$ cat src/rtl/char_row_reader.sv
// char_row_reader
//   Read-side sequencer for char_memory. On a start pulse it walks the glyph
//   cell array in raster order, drives the x/y read address, collects the
//   returned bits and presents one COLS-bit row at a time over valid/ready.
//
//   Optional feature macro: CHAR_ROW_READER_PARITY_EN
//     defined   -> row_parity is the registered XOR of row_data
//     undefined -> row_parity is tied to 0
//
// Ports
//   clock       rising-edge clock
//   rst         asynchronous active-high reset
//   start       begin a full-glyph read (sampled only in IDLE)
//   busy        high from the cycle after an accepted start through done
//   done        one-cycle pulse after the last row handshake
//   mem_write   write enable to char_memory, always 0
//   mem_x/mem_y read address to char_memory
//   mem_data    read bit from char_memory
//   row_data    assembled row, row_data[x] = cell (y, x)
//   row_index   y of the presented row
//   row_parity  XOR of row_data (see macro above)
//   row_valid   row available
//   row_ready   consumer accepts the row
module char_row_reader #(
    parameter int COLS         = 4,
    parameter int ROWS         = 5,
    parameter int READ_LATENCY = 1
) (
    input  logic                      clock,
    input  logic                      rst,
    input  logic                      start,
    output logic                      busy,
    output logic                      done,
    output logic                      mem_write,
    output logic [$clog2(COLS)-1:0]   mem_x,
    output logic [$clog2(ROWS)-1:0]   mem_y,
    input  logic                      mem_data,
    output logic [COLS-1:0]           row_data,
    output logic [$clog2(ROWS)-1:0]   row_index,
    output logic                      row_parity,
    output logic                      row_valid,
    input  logic                      row_ready
);

    localparam int XW = $clog2(COLS);
    localparam int YW = $clog2(ROWS);
    localparam logic [XW-1:0] X_LAST = XW'(COLS - 1);
    localparam logic [YW-1:0] Y_LAST = YW'(ROWS - 1);

    typedef enum logic [2:0] {
        S_IDLE,
        S_ISSUE,
        S_WAIT,
        S_PRESENT,
        S_DONE
    } state_t;

    state_t state, state_next;

    logic [XW-1:0]   x_cnt;
    logic [YW-1:0]   y_cnt;
    logic [COLS-1:0] row_q;
    logic [COLS-1:0] row_next;
    logic            cap_en;
    logic [XW-1:0]   cap_tag;
    logic            x_last;
    logic            y_last;

    assign x_last = (x_cnt == X_LAST);
    assign y_last = (y_cnt == Y_LAST);

    // State register
    always_ff @(posedge clock or posedge rst) begin
        if (rst) begin
            state <= S_IDLE;
        end else begin
            state <= state_next;
        end
    end

    // Next-state logic
    always_comb begin
        state_next = state;
        case (state)
            S_IDLE:    if (start) state_next = S_ISSUE;
            S_ISSUE:   if (x_last) state_next = (READ_LATENCY == 1) ? S_WAIT : S_PRESENT;
            S_WAIT:    state_next = S_PRESENT;
            S_PRESENT: if (row_ready) state_next = y_last ? S_DONE : S_ISSUE;
            S_DONE:    state_next = S_IDLE;
            default:   state_next = S_IDLE;
        endcase
    end

    // Outputs decoded from the state register only
    always_comb begin
        busy      = (state != S_IDLE);
        done      = (state == S_DONE);
        row_valid = (state == S_PRESENT);
    end

    // Address counters double as the registered mem_x/mem_y outputs; they
    // saturate at the last column/row and clear on the way back to IDLE.
    always_ff @(posedge clock or posedge rst) begin
        if (rst) begin
            x_cnt <= '0;
            y_cnt <= '0;
        end else begin
            case (state)
                S_IDLE, S_DONE: begin
                    x_cnt <= '0;
                    y_cnt <= '0;
                end
                S_ISSUE: begin
                    if (!x_last) x_cnt <= x_cnt + 1'b1;
                end
                S_PRESENT: begin
                    if (row_ready && !y_last) begin
                        x_cnt <= '0;
                        y_cnt <= y_cnt + 1'b1;
                    end
                end
                default: ;
            endcase
        end
    end

    // Column tag travels alongside the read so that each returned bit lands
    // in the column it was addressed from.
    generate
        if (READ_LATENCY == 0) begin : g_lat0
            assign cap_en  = (state == S_ISSUE);
            assign cap_tag = x_cnt;
        end else begin : g_lat1
            always_ff @(posedge clock or posedge rst) begin
                if (rst) begin
                    cap_en  <= 1'b0;
                    cap_tag <= '0;
                end else begin
                    cap_en  <= (state == S_ISSUE);
                    cap_tag <= x_cnt;
                end
            end
        end
    endgenerate

    always_comb begin
        row_next = row_q;
        if (cap_en) row_next[cap_tag] = mem_data;
    end

    always_ff @(posedge clock or posedge rst) begin
        if (rst) begin
            row_q <= '0;
        end else begin
            row_q <= row_next;
        end
    end

`ifdef CHAR_ROW_READER_PARITY_EN
    // Parity is registered from the same next-row value, so it is always
    // coherent with row_data.
    logic parity_q;
    always_ff @(posedge clock or posedge rst) begin
        if (rst) begin
            parity_q <= 1'b0;
        end else begin
            parity_q <= ^row_next;
        end
    end
    assign row_parity = parity_q;
`else
    assign row_parity = 1'b0;
`endif

    assign row_data  = row_q;
    assign row_index = y_cnt;
    assign mem_x     = x_cnt;
    assign mem_y     = y_cnt;
    assign mem_write = 1'b0;

endmodule

$ cat config.mk
export PLATFORM = sky130hd
export DESIGN_NAME = char_row_reader
export DESIGN_NICKNAME = d
export VERILOG_FILES = /design/src/rtl/char_row_reader.sv
export SDC_FILE = /design/constraint.sdc
export NUM_CORES = 1
export LEC_CHECK = 0
export ABC_AREA = 1
export CAP_MARGIN = 20
export CORE_MARGIN = 8
export CORE_UTILIZATION = 40
export DETAILED_ROUTE_END_ITERATION = 16
export GPL_TIMING_DRIVEN = 0
export PLACE_DENSITY = 0.71
export SLEW_MARGIN = 20
export SYNTH_ARGS = -nofsm -noshare
export SYNTH_HDL_FRONTEND = slang
export SYNTH_SLANG_ARGS = --single-unit
$ cat constraint.sdc
create_clock -name clock -period 1.6 [get_ports clock]
set_input_delay 0.32 -clock clock [delete_from_list [all_inputs] [get_ports clock]]
set_output_delay 0.32 -clock clock [all_outputs]
set_load 0.05 [all_outputs]
==> results by group, run 1 <==
Logic synthesis
  – Yosys reg bits: 15
  – Synthesized area: 806 um^2
  – Multiplexer area fraction after synthesis: 0%
  – Compound-Gate Fraction of Synth Area: 2.48%
  – Post-Synth Simple-Gate Area: 33.1%
  – Count of cell types in the netlist: 15
  – Synth Area in XOR/XNOR: 1.09%
  – Syn Area/Cell: 7.82 um^2
  – Largest family of logic cells by synthesized area: simple AND/OR/NAND/NOR gates
  – Yosys warns: 0
  – Synth Area in Adders: 4.66%
  – Post-synthesis sequential area ratio: 46.6%
  – Syn Inst Count: 103

STA
  – Tcrit/Tclk final: 97.5%
  – Final min period: 1.56 ns
  – Slew margin rel.: 63.0%
  – Hold Vio Cnt, Final: 0
  – Max-slew violations: 0
  – Setup-failing EPs final: 0
  – Unrepaired setup endpoints after global routing: true
  – Worst Clk Skew: 0.00483 ns
  – Worst Max-Slew Pin Slew: 0.555 ns
  – Peak Freq: 0.641 GHz

Pwr
  – PwrDens: 2060 nW/um^2
  – Clk network pwr share: 10.5%
  – Max VDD drop: 0.000996 V
  – Sw Share: 53.6%
  – Logic pwr share: 59.0%
  – Power Total: 2.22 mW
  – P_sw: 1.19 mW
  – Int Pwr: 1.03 mW
  – Seq pwr share: 30.4%
  – Leakage: 0.573 nW

Floorplan
  – Initial Utilization: 41.9%
  – Std cell rows: 16
  – Boundary Pins: 22
  – Width of the die: 60.9 um
  – Die Area: 3710 um^2
  – Die Ht: 60.9 um
  – CORE AREA: 1920 um^2

Finish
  – Share of post-route cells with drive strength above 1: 26.2%
  – Layout Cells excl Fill: 157
  – Area delta synth->final: 33.9%
  – # nets final: 139
  – Antenna cells: 0

Detailed routing
  – DRT Wirelength: 1680 um
  – DRC viols: 0
  – ANT nets after route: 0
  – Drt first pass iters: 4
  – WL/cell: 10.7 um
  – Drt initial violations: 13
  – Via/cell ratio: 4.54
  – Vias: 713

Flow run
  – Max Cap Violations: 0

Clocking
  – TritonCTS clock tree: done
  – Root Buffer: clkbuf_4
  – CTS Buffer Depth: 2
  – CTS Buf Count: 3
  – H-tree levels: 1
  – Clock Latency Late Sink: 0.30 ns
  – CTS sink count: 15
  – Clk slew on worst S/H paths: 0.10 ns

Critical path
  – CP endpoint kind: output pin
  – CP max FO: 6
  – Worst EP required: 1.28 ns
  – R2R Path End: mem_y[1]$_DFFE_PP0P_
  – Reg2Reg Depth: 8
  – Critical R2R Launch: mem_y[0]$_DFFE_PP0P_
  – Startpoint Class: flop
  – Worst reg2reg setup slack: 0.28 ns
  – Worst Setup Path Type: flop to output pin
  – Crit path DAT: 1.24 ns

GRT
  – Pin count of the biggest net entering global routing: 16
  – Vias in the first global route: 675
  – All-Layer GR Usage: 10.4%
  – Total gr overflow: 0
  – Initial antenna violation count: 0
  – First-pass GRT wire length: 2810 um

Placed design
  – Dpl hpwl: 1310 um
  – Placed cells: 150
  – GPL Wtd Cong: 0.807
  – Number of I/O port buffers: 19

Worst hold path
  – Hold crit path type: input port to async pin

Status
  – Status: finished clean
final cells by class:
type | count | area, um^2
Clock inverter | 1 | 7.51
Timing Repair Buffer | 22 | 188
Sequential cell | 15 | 378
Inverter | 15 | 56.3
Clock buffer | 3 | 22.5
Tap cell | 27 | 33.8
Buffer | 5 | 37.5
Fill cell | 194 | 843
Multi-Input combinational cell | 69 | 355
critical path: stages, from the launching register on:
cell and delay (ns):
dfrtp_2 0.46, nor2_4 0.14, inv_2 0.09, nor2_4 0.09, buf_6 0.16
cells in the mapped netlist (all sizes together):
master  instances  area share [%]
nand2          31              16
nand3          17              11
dfrtp          15              47
inv            15             7.0
nor2            9             5.1
buf             5             4.7
o21ai           4             2.5
ha              3             4.7
and3            1            0.78
conb            1            0.47
nand3b          1            0.93
xnor2           1             1.1
metal layers:
layer / global-route usage [%] / up-vias / share of wire, % / routed length, um
met5: 0 / - / 0 / 0
met4: 6.98 / 0 / 2.6 / 44
met3: 3.60 / 5 / 7.3 / 123
met2: 16.7 / 19 / 48 / 799
met1: 11.3 / 318 / 43 / 715
li1: - / 371 / - / -
cell usage in the layout (no fill, tap or decap):
master and instances:
nand3_1 17, inv_2 3, clkdlybuf4s15_1 1, clkbuf_4 3, and3_1 1, clkdlybuf4s15_2 2, dfrtp_1 13, nand2_1 27
clkinvlp_4 1, clkdlybuf4s18_2 1, xnor2_1 1, clkdlybuf4s50_1 4, nand3b_1 1, ha_1 3, buf_2 1, nor2_1 6
buf_6 2, nand2_2 4, buf_4 8, inv_1 12, dfrtp_2 2, dlygate4sd2_1 4, o21ai_0 4, conb_1 2
clkbuf_2 4, nor2_4 3
worst max path at each step:
stage	startpoint	end	slack, ns	cells after the start
after CTS	state[1]$_DFFE_PP0P_	done	-0.005	4
after detailed placement	state[1]$_DFFE_PP0P_	done	-0.41	4
after global placement	state[1]$_DFFE_PP0P_	done	-0.38	4
after global routing	state[0]$_DFFE_PP0P_	done	-0.04	4
after floorplan	mem_y[0]$_DFFE_PP0P_	mem_y[2]$_DFFE_PP0P_	0.05	8
final	state[0]$_DFFE_PP0P_	done	0.04	4
metrics by stage:
stage | TNS [ns] | hold WS [ns] | area [um^2] | worst slack (ns) | utilization (%)
after floorplan | 0 | 0.221 | 812 | 0.0488 | -
after global placement | -0.856 | 0.425 | 1040 | -0.378 | 53.9
after detailed placement | -0.965 | 0.419 | 1040 | -0.407 | 53.9
after CTS | -0.00484 | 0.388 | 1060 | -0.00484 | 55.4
after global routing | -0.0360 | 0.414 | 1080 | -0.0360 | 56.1
final | 0 | 0.366 | 1080 | 0.0399 | 56.1
cells by family (layout without fill, tap and decap cells):
kind of cell / Yosys count / count (layout)
and+or+nand+nor: 59 / 59
buffers and inverters: 20 / 46
DFF: 15 / 15
AOI/OAI and AO/OA: 4 / 4
adders and majority gates: 3 / 3
other: 1 / 2
xor gates and xnor gates: 1 / 1
timing repair:
item / 4_1_cts / 5_1_grt
hold buffers: 0 / 0
buffers inserted: 0 / 3
resized for setup: 42 / 10
setup endpoints to repair: 15 / 8
pin swaps: 0 / 1
flip-flops by register name, summed over array words and instances (netlist names):
signal / flops
row_data: 4
mem_x: 2
state: 3
cap_tag: 2
cap_en: 1
mem_y: 3
power by group through the flow:
| stage | clock, mW | combinational [mW] | sequential, mW |
|---|---|---|---|
| 2_1_floorplan | 0 | 0.646 | 0.965 |
| 3_3_place_gp | 0 | 1.31 | 0.666 |
| 3_5_place_dp | 0 | 1.33 | 0.670 |
| 4_1_cts | 0.238 | 1.26 | 0.674 |
| 5_1_grt | 0.260 | 1.43 | 0.699 |
| 6_report | 0.234 | 1.31 | 0.675 |
No activity file was read; power rests on OpenSTA's default activity.
==> run 2: changes to the inputs <==
--- a/config.mk
+++ b/config.mk
@@ -9,10 +9,10 @@
 export CAP_MARGIN = 20
 export CORE_MARGIN = 8
 export CORE_UTILIZATION = 40
+export CTS_CLUSTER_SIZE = 12
 export DETAILED_ROUTE_END_ITERATION = 16
 export GPL_TIMING_DRIVEN = 0
-export PLACE_DENSITY = 0.71
-export SLEW_MARGIN = 20
+export PLACE_DENSITY_LB_ADDON = 0.05
 export SYNTH_ARGS = -nofsm -noshare
 export SYNTH_HDL_FRONTEND = slang
 export SYNTH_SLANG_ARGS = --single-unit
==> run 2 against run 1 <==
Effect of this change:
- sequential cell count unchanged
- fmax grew 1.1%
- final area is 1.2% lower
- sequential share of layout area up 0.41 points
==> results by group, run 2 (same netlist as run 1, synthesis figures left out) <==
GRT
  – Initial antenna violation count: 0 (unchanged)
  – Pin count of the biggest net entering global routing: 16 (unchanged)
  – Vias in the first global route: 654 (-3.1%)
  – Total gr overflow: 0 (unchanged)
  – First-pass GRT wire length: 2690 um (-4.2%)
  – All-Layer GR Usage: 9.55% (-0.86 points)

Finish
  – Multi-input gate area in the final layout: 355 um^2 (unchanged)
  – FILL cells: 193 (-0.52%)
  – Layout Cells excl Fill: 155 (-1.3%)
  – Area delta synth->final: 32.3%
  – Reg area: 378 um^2 (unchanged)
  – Share of post-route cells with drive strength above 1: 25.0% (-1.2 points)
  – Antenna cells: 0 (unchanged)
  – # nets final: 137 (-1.4%)
  – Most frequent cells in the layout: nand2_1 (27), nand3_1 (17), dfrtp_1 (13)
  – Final Instance Area: 1070 um^2 (-1.2%)
  – Most common cell after layout, fill and taps aside: nand2_1
  – Max reg flops: 4 (unchanged)

STA
  – Unrepaired setup endpoints after global routing: false
  – Peak Freq: 0.648 GHz (+1.1%)
  – Slew margin rel.: 63.2% (+0.17 points)
  – Worst Slack Setup Final: 0.0564 ns (+0.0165 ns)
  – Worst Clk Skew: 0.00329 ns (-0.00153 ns)
  – Hold Vio Cnt, Final: 0 (unchanged)
  – Tcrit/Tclk final: 96.5% (-1.0 points)
  – Worst Max-Slew Pin Slew: 0.552 ns (-0.00262 ns)
  – Max-slew violations: 0 (unchanged)
  – Setup-failing EPs final: 0 (unchanged)
  – Final min period: 1.54 ns (-0.0165 ns)

Flow run
  – Max Cap Violations: 0 (unchanged)

Detailed routing
  – DRT Wirelength: 1590 um (-5.7%)
  – WL/cell: 10.2 um (-4.5%)
  – DRC viols: 0 (unchanged)
  – Drt first pass iters: 4 (unchanged)
  – ANT nets after route: 0 (unchanged)
  – Via/cell ratio: 4.43 (-2.4%)
  – Vias: 687 (-3.6%)
  – Drt initial violations: 20 (+7)

Floorplan
  – Boundary Pins: 22 (unchanged)
  – Die Ht: 60.9 um (unchanged)
  – CORE AREA: 1920 um^2 (unchanged)
  – Width of the die: 60.9 um (unchanged)
  – Initial Utilization: 41.9% (unchanged)
  – Std cell rows: 16 (unchanged)
  – Die Area: 3710 um^2 (unchanged)

Critical path
  – CP Buf/Inv Count: 1 (-1)
  – Worst EP required: 1.28 ns (about the same)
  – Worst Setup Path Type: flop to output pin
  – Max stage delay on crit path: 0.54 ns (+0.08 ns)
  – Slowest-stage cell, CP: dlygate4sd2_1
  – CP endpoint kind: output pin
  – Cells along the critical path: dlygate4sd2_1
  – CP max FO: 4 (-2)
  – Crit-path leading delay family: buffers and inverters
  – Crit path DAT: 1.22 ns (-0.02 ns)
  – Startpoint Class: flop

Clocking
  – TritonCTS clock tree: done
  – Clock Latency Late Sink: 0.28 ns (-0.02 ns)
  – Clk slew on worst S/H paths: 0.10 ns (about the same)
  – CTS Buffer Depth: 2 (unchanged)
  – H-tree levels: 1 (unchanged)
  – CTS Buf Count: 3 (unchanged)
  – CTS Hold Bufs: 0 (unchanged)
  – CTS sink count: 15 (unchanged)
  – Root Buffer: clkbuf_4

Placed design
  – Placed cells: 150 (unchanged)
  – GPL Wtd Cong: 0.769 (-4.7%)
  – Area post-placement: 1040 um^2 (unchanged)
  – Dpl hpwl: 1230 um (-5.9%)
  – Pre-CTS setup slack: -0.386 ns (+0.0209 ns)
  – Number of I/O port buffers: 19 (unchanged)

Pwr
  – PwrDens: 2040 nW/um^2 (-0.94%)
  – Leakage: 0.566 nW (-1.3%)
  – Max VDD drop: 0.00111 V (+11%)

Status
  – Status: finished clean

Worst hold path
  – Hold crit path type: input port to async pin
-- run 2: changes by cell type in the layout (fill, tap and decap cells not counted) --
| cell | previous run | this run |
|---|---|---|
| dlygate4sd2_1 | 4 | 5 |
| buf_6 | 2 | 0 |
| buf_8 | 0 | 1 |
| clkdlybuf4s15_1 | 1 | 0 |
| clkdlybuf4s15_2 | 2 | 3 |
| inv_2 | 3 | 2 |
| inv_4 | 0 | 1 |
| clkdlybuf4s18_2 | 1 | 0 |
| buf_4 | 8 | 7 |
-- run 2: worst paths after layout --
check | from | endpoint | slack, ns | cells after the start
min in group clock | mem_x[1]$_DFFE_PP0P_ | cap_tag[1]$_DFF_PP0_ | 0.44 | 0
max in group asynchronous | rst | state[0]$_DFFE_PP0P_ | 0.82 | 2
worst min register to register | mem_x[1]$_DFFE_PP0P_ | cap_tag[1]$_DFF_PP0_ | 0.44 | 0
worst max register to register | mem_y[0]$_DFFE_PP0P_ | mem_y[2]$_DFFE_PP0P_ | 0.28 | 8
worst max-delay path | mem_x[1]$_DFFE_PP0P_ | mem_x[1] | 0.06 | 1
worst min-delay path | rst | row_data[3]$_DFFE_PP0P_ | 0.38 | 2
-- run 2: stage by stage --
stage	utilization (%)	total power, mW	hold WS (ns)	TNS, ns
3_3_place_gp	53.9	1.98	0.433	-0.858
2_1_floorplan	-	1.61	0.221	0
6_report	55.5	2.17	0.381	0
3_5_place_dp	53.9	2.00	0.436	-0.909
5_1_grt	55.5	2.34	0.446	0
4_1_cts	55.2	2.16	0.399	0
-- run 2: final cells by class --
class | instances | share of cell area (%)
clock inverters | 1 | 0.704
inverters | 15 | 5.52
multi-input cells | 69 | 33.3
flip-flops and latches | 15 | 35.4
clock buffers | 3 | 2.11
repair buffers | 20 | 16.2
well taps | 27 | 3.17
plain buffers | 5 | 3.52
-- run 2: report_power, final --
| part | leakage, nW | switching, mW | internal (mW) |
|---|---|---|---|
| registers | 0.189 | 0.147 | 0.530 |
| logic | 0.363 | 0.898 | 0.374 |
| clock network | 0.0139 | 0.127 | 0.0947 |
-- run 2: what timing repair did --
| item | CTS | global route |
|---|---|---|
| endpoints found under the setup margin | 15 | 6 |
| pin swaps | 0 | 1 |
| gates resized for setup | 39 | 12 |
| cloned | 0 | 0 |
| buffers inserted | 0 | 1 |
-- run 2: per-layer routing --
metal | routed length [um] | track usage (%) | vias up
met5 | 0 | 0 | -
met4 | 13 | 3.99 | 0
met3 | 115 | 2.97 | 2
met2 | 725 | 15.1 | 13
met1 | 731 | 11.7 | 307
li1 | - | - | 365
==> patch (flow settings as in run 1) <==
Change the parameter `COLS` from 4 to 8.
--- a/src/rtl/char_row_reader.sv
+++ b/src/rtl/char_row_reader.sv
@@ -23,5 +23,5 @@
 //   row_ready   consumer accepts the row
 module char_row_reader #(
-    parameter int COLS         = 4,
+    parameter int COLS         = 8,
     parameter int ROWS         = 5,
     parameter int READ_LATENCY = 1
Ports: changed (resized mem_x and row_data); port bits go from 22 to 27. No check against the original RTL was run, so the function may have changed too.
==> patch against run 1 <==
Sequential cell count rose by 6. First-iteration DRC count rose to 4.4 times the old value. Fmax fell by 1.2%. Global-route usage fell by 0.38 points. Worst setup slack got worse by 0.019 ns. Highest routed layer unchanged. Wire length rose by 32%. Total power rose by 28%. Final area rose by 31%. Non-clock buffer count rose by 7. Largest power group unchanged. Hold slack improved by 0.084 ns. Synthesized area rose by 33%.
==> patch: results (changes against run 1) <==
** Synth
- The number of synthesized register bits came to 21 (+6).
- Cell types occupying the most area after synthesis :: sky130_fd_sc_hd__dfrtp_1 49%, sky130_fd_sc_hd__nand2_1 13%, sky130_fd_sc_hd__nand3_1 7.0%, sky130_fd_sc_hd__inv_1 5.6%, sky130_fd_sc_hd__ha_1 4.7%
- The sequential element share of the synthesized area was 48.9% (+2.3 points).
- The top-area cell type share of the netlist area was 48.9% (+2.3 points).
- The number of standard cells after synthesis was 134 (+30%).

** Cells and area
- Seq area share :: 37.5% (+2.4 points)
- Count of multi-input combinational gates :: 91 (+32%)
- Relative area of non-clock buffer cells in the final design :: 20.1% (-0.81 points)
- Filler cell count :: 248 (+28%)
- The area fraction of clock buffers and clock inverters was 1.95% (-0.83 points).
- Sequential cell area :: 528 um^2 (+40%)
- Max reg flops :: 8 (+4)

** Place
- Number of buffers added on ports :: 24 (+5)
- The global placement routability congestion was 0.854 (+5.8%).
- The worst slack at placement came to -0.389 ns (+0.0177 ns).
- The placed wire-length estimate was 1.63 mm (+25%).
- The total placed cells including tap cells is 189 (+26%).
- Placed Instance Area :: 0.00136 mm^2 (+31%)

** Pwr
- Proportion of power drawn by the clock network :: 9.2% (-1.3 points)
- Standby leakage power :: 0.756 nW (+32%)
- Sequential fraction of design power :: 31.9% (+1.5 points)
- Internal power of the cells :: 0.00133 W (+29%)

** Global routing
- Largest net degree at the start of global routing :: 22 (+6)
- The first-pass GRT wire length was 3.59 mm (+28%).
- The via count of the first global-routing pass came to 844 (+25%).

** Outcome
- The run finished with clean final reports.

** Clock tree
- Clock transition at the register clock pins on the worst setup and hold paths after CTS :: 0.12 ns (+0.02 ns)

** Timing
- Peak clock frequency supported by timing :: 633 MHz (-1.2%)
- The worst hold slack was 0.450 ns (+0.0840 ns).
- The setup clock skew after layout was 0.00807 ns (+0.00325 ns).

** Detailed routing
- The total length of routed wires came to 2.21 mm (+32%).
- Iter 0 DRT Violations :: 57 (+44)
- The met1 routed wirelength after detailed routing is 927 um (+30%).

** Setup path
- Crit-path max cell delay :: 0.48 ns (+0.02 ns)
- Worst Setup SP :: state[1]
- The setup slack on the worst flop-to-flop path came to 0.26 ns (-0.02 ns).
- The maximum fanout count along the critical path was 5 (-1).
patch: worst register-to-register path, stage by stage, from the launching register on:
cell and delay [ns]:
sky130_fd_sc_hd__dfrtp_1 0.44, sky130_fd_sc_hd__ha_1 0.22, sky130_fd_sc_hd__ha_1 0.18, sky130_fd_sc_hd__nand2_1 0.08, sky130_fd_sc_hd__nand2_1 0.07, sky130_fd_sc_hd__nand2_2 0.09
sky130_fd_sc_hd__nand2_2 0.07, sky130_fd_sc_hd__nand2_1 0.06, sky130_fd_sc_hd__nand2_1 0.05
patch: cell families (layout without fill, tap and decap cells):
logic type	after synthesis	count (layout)	share of synthesized area [%]
compound gates	8	8	3.73
xor+xnor	1	1	0.815
fa+ha+maj	4	4	4.66
buf+inv	23	56	9.78
flops	21	21	48.9
other cells	1	2	0.349
simple gates	76	76	31.8
patch: per-layer routing:
layer  vias to the layer above  GRT usage (%)
met2                        30           17.4
met3                         4           4.58
met1                       424           10.7
met5                         -              0
met4                         0           3.07
li1                        478              -
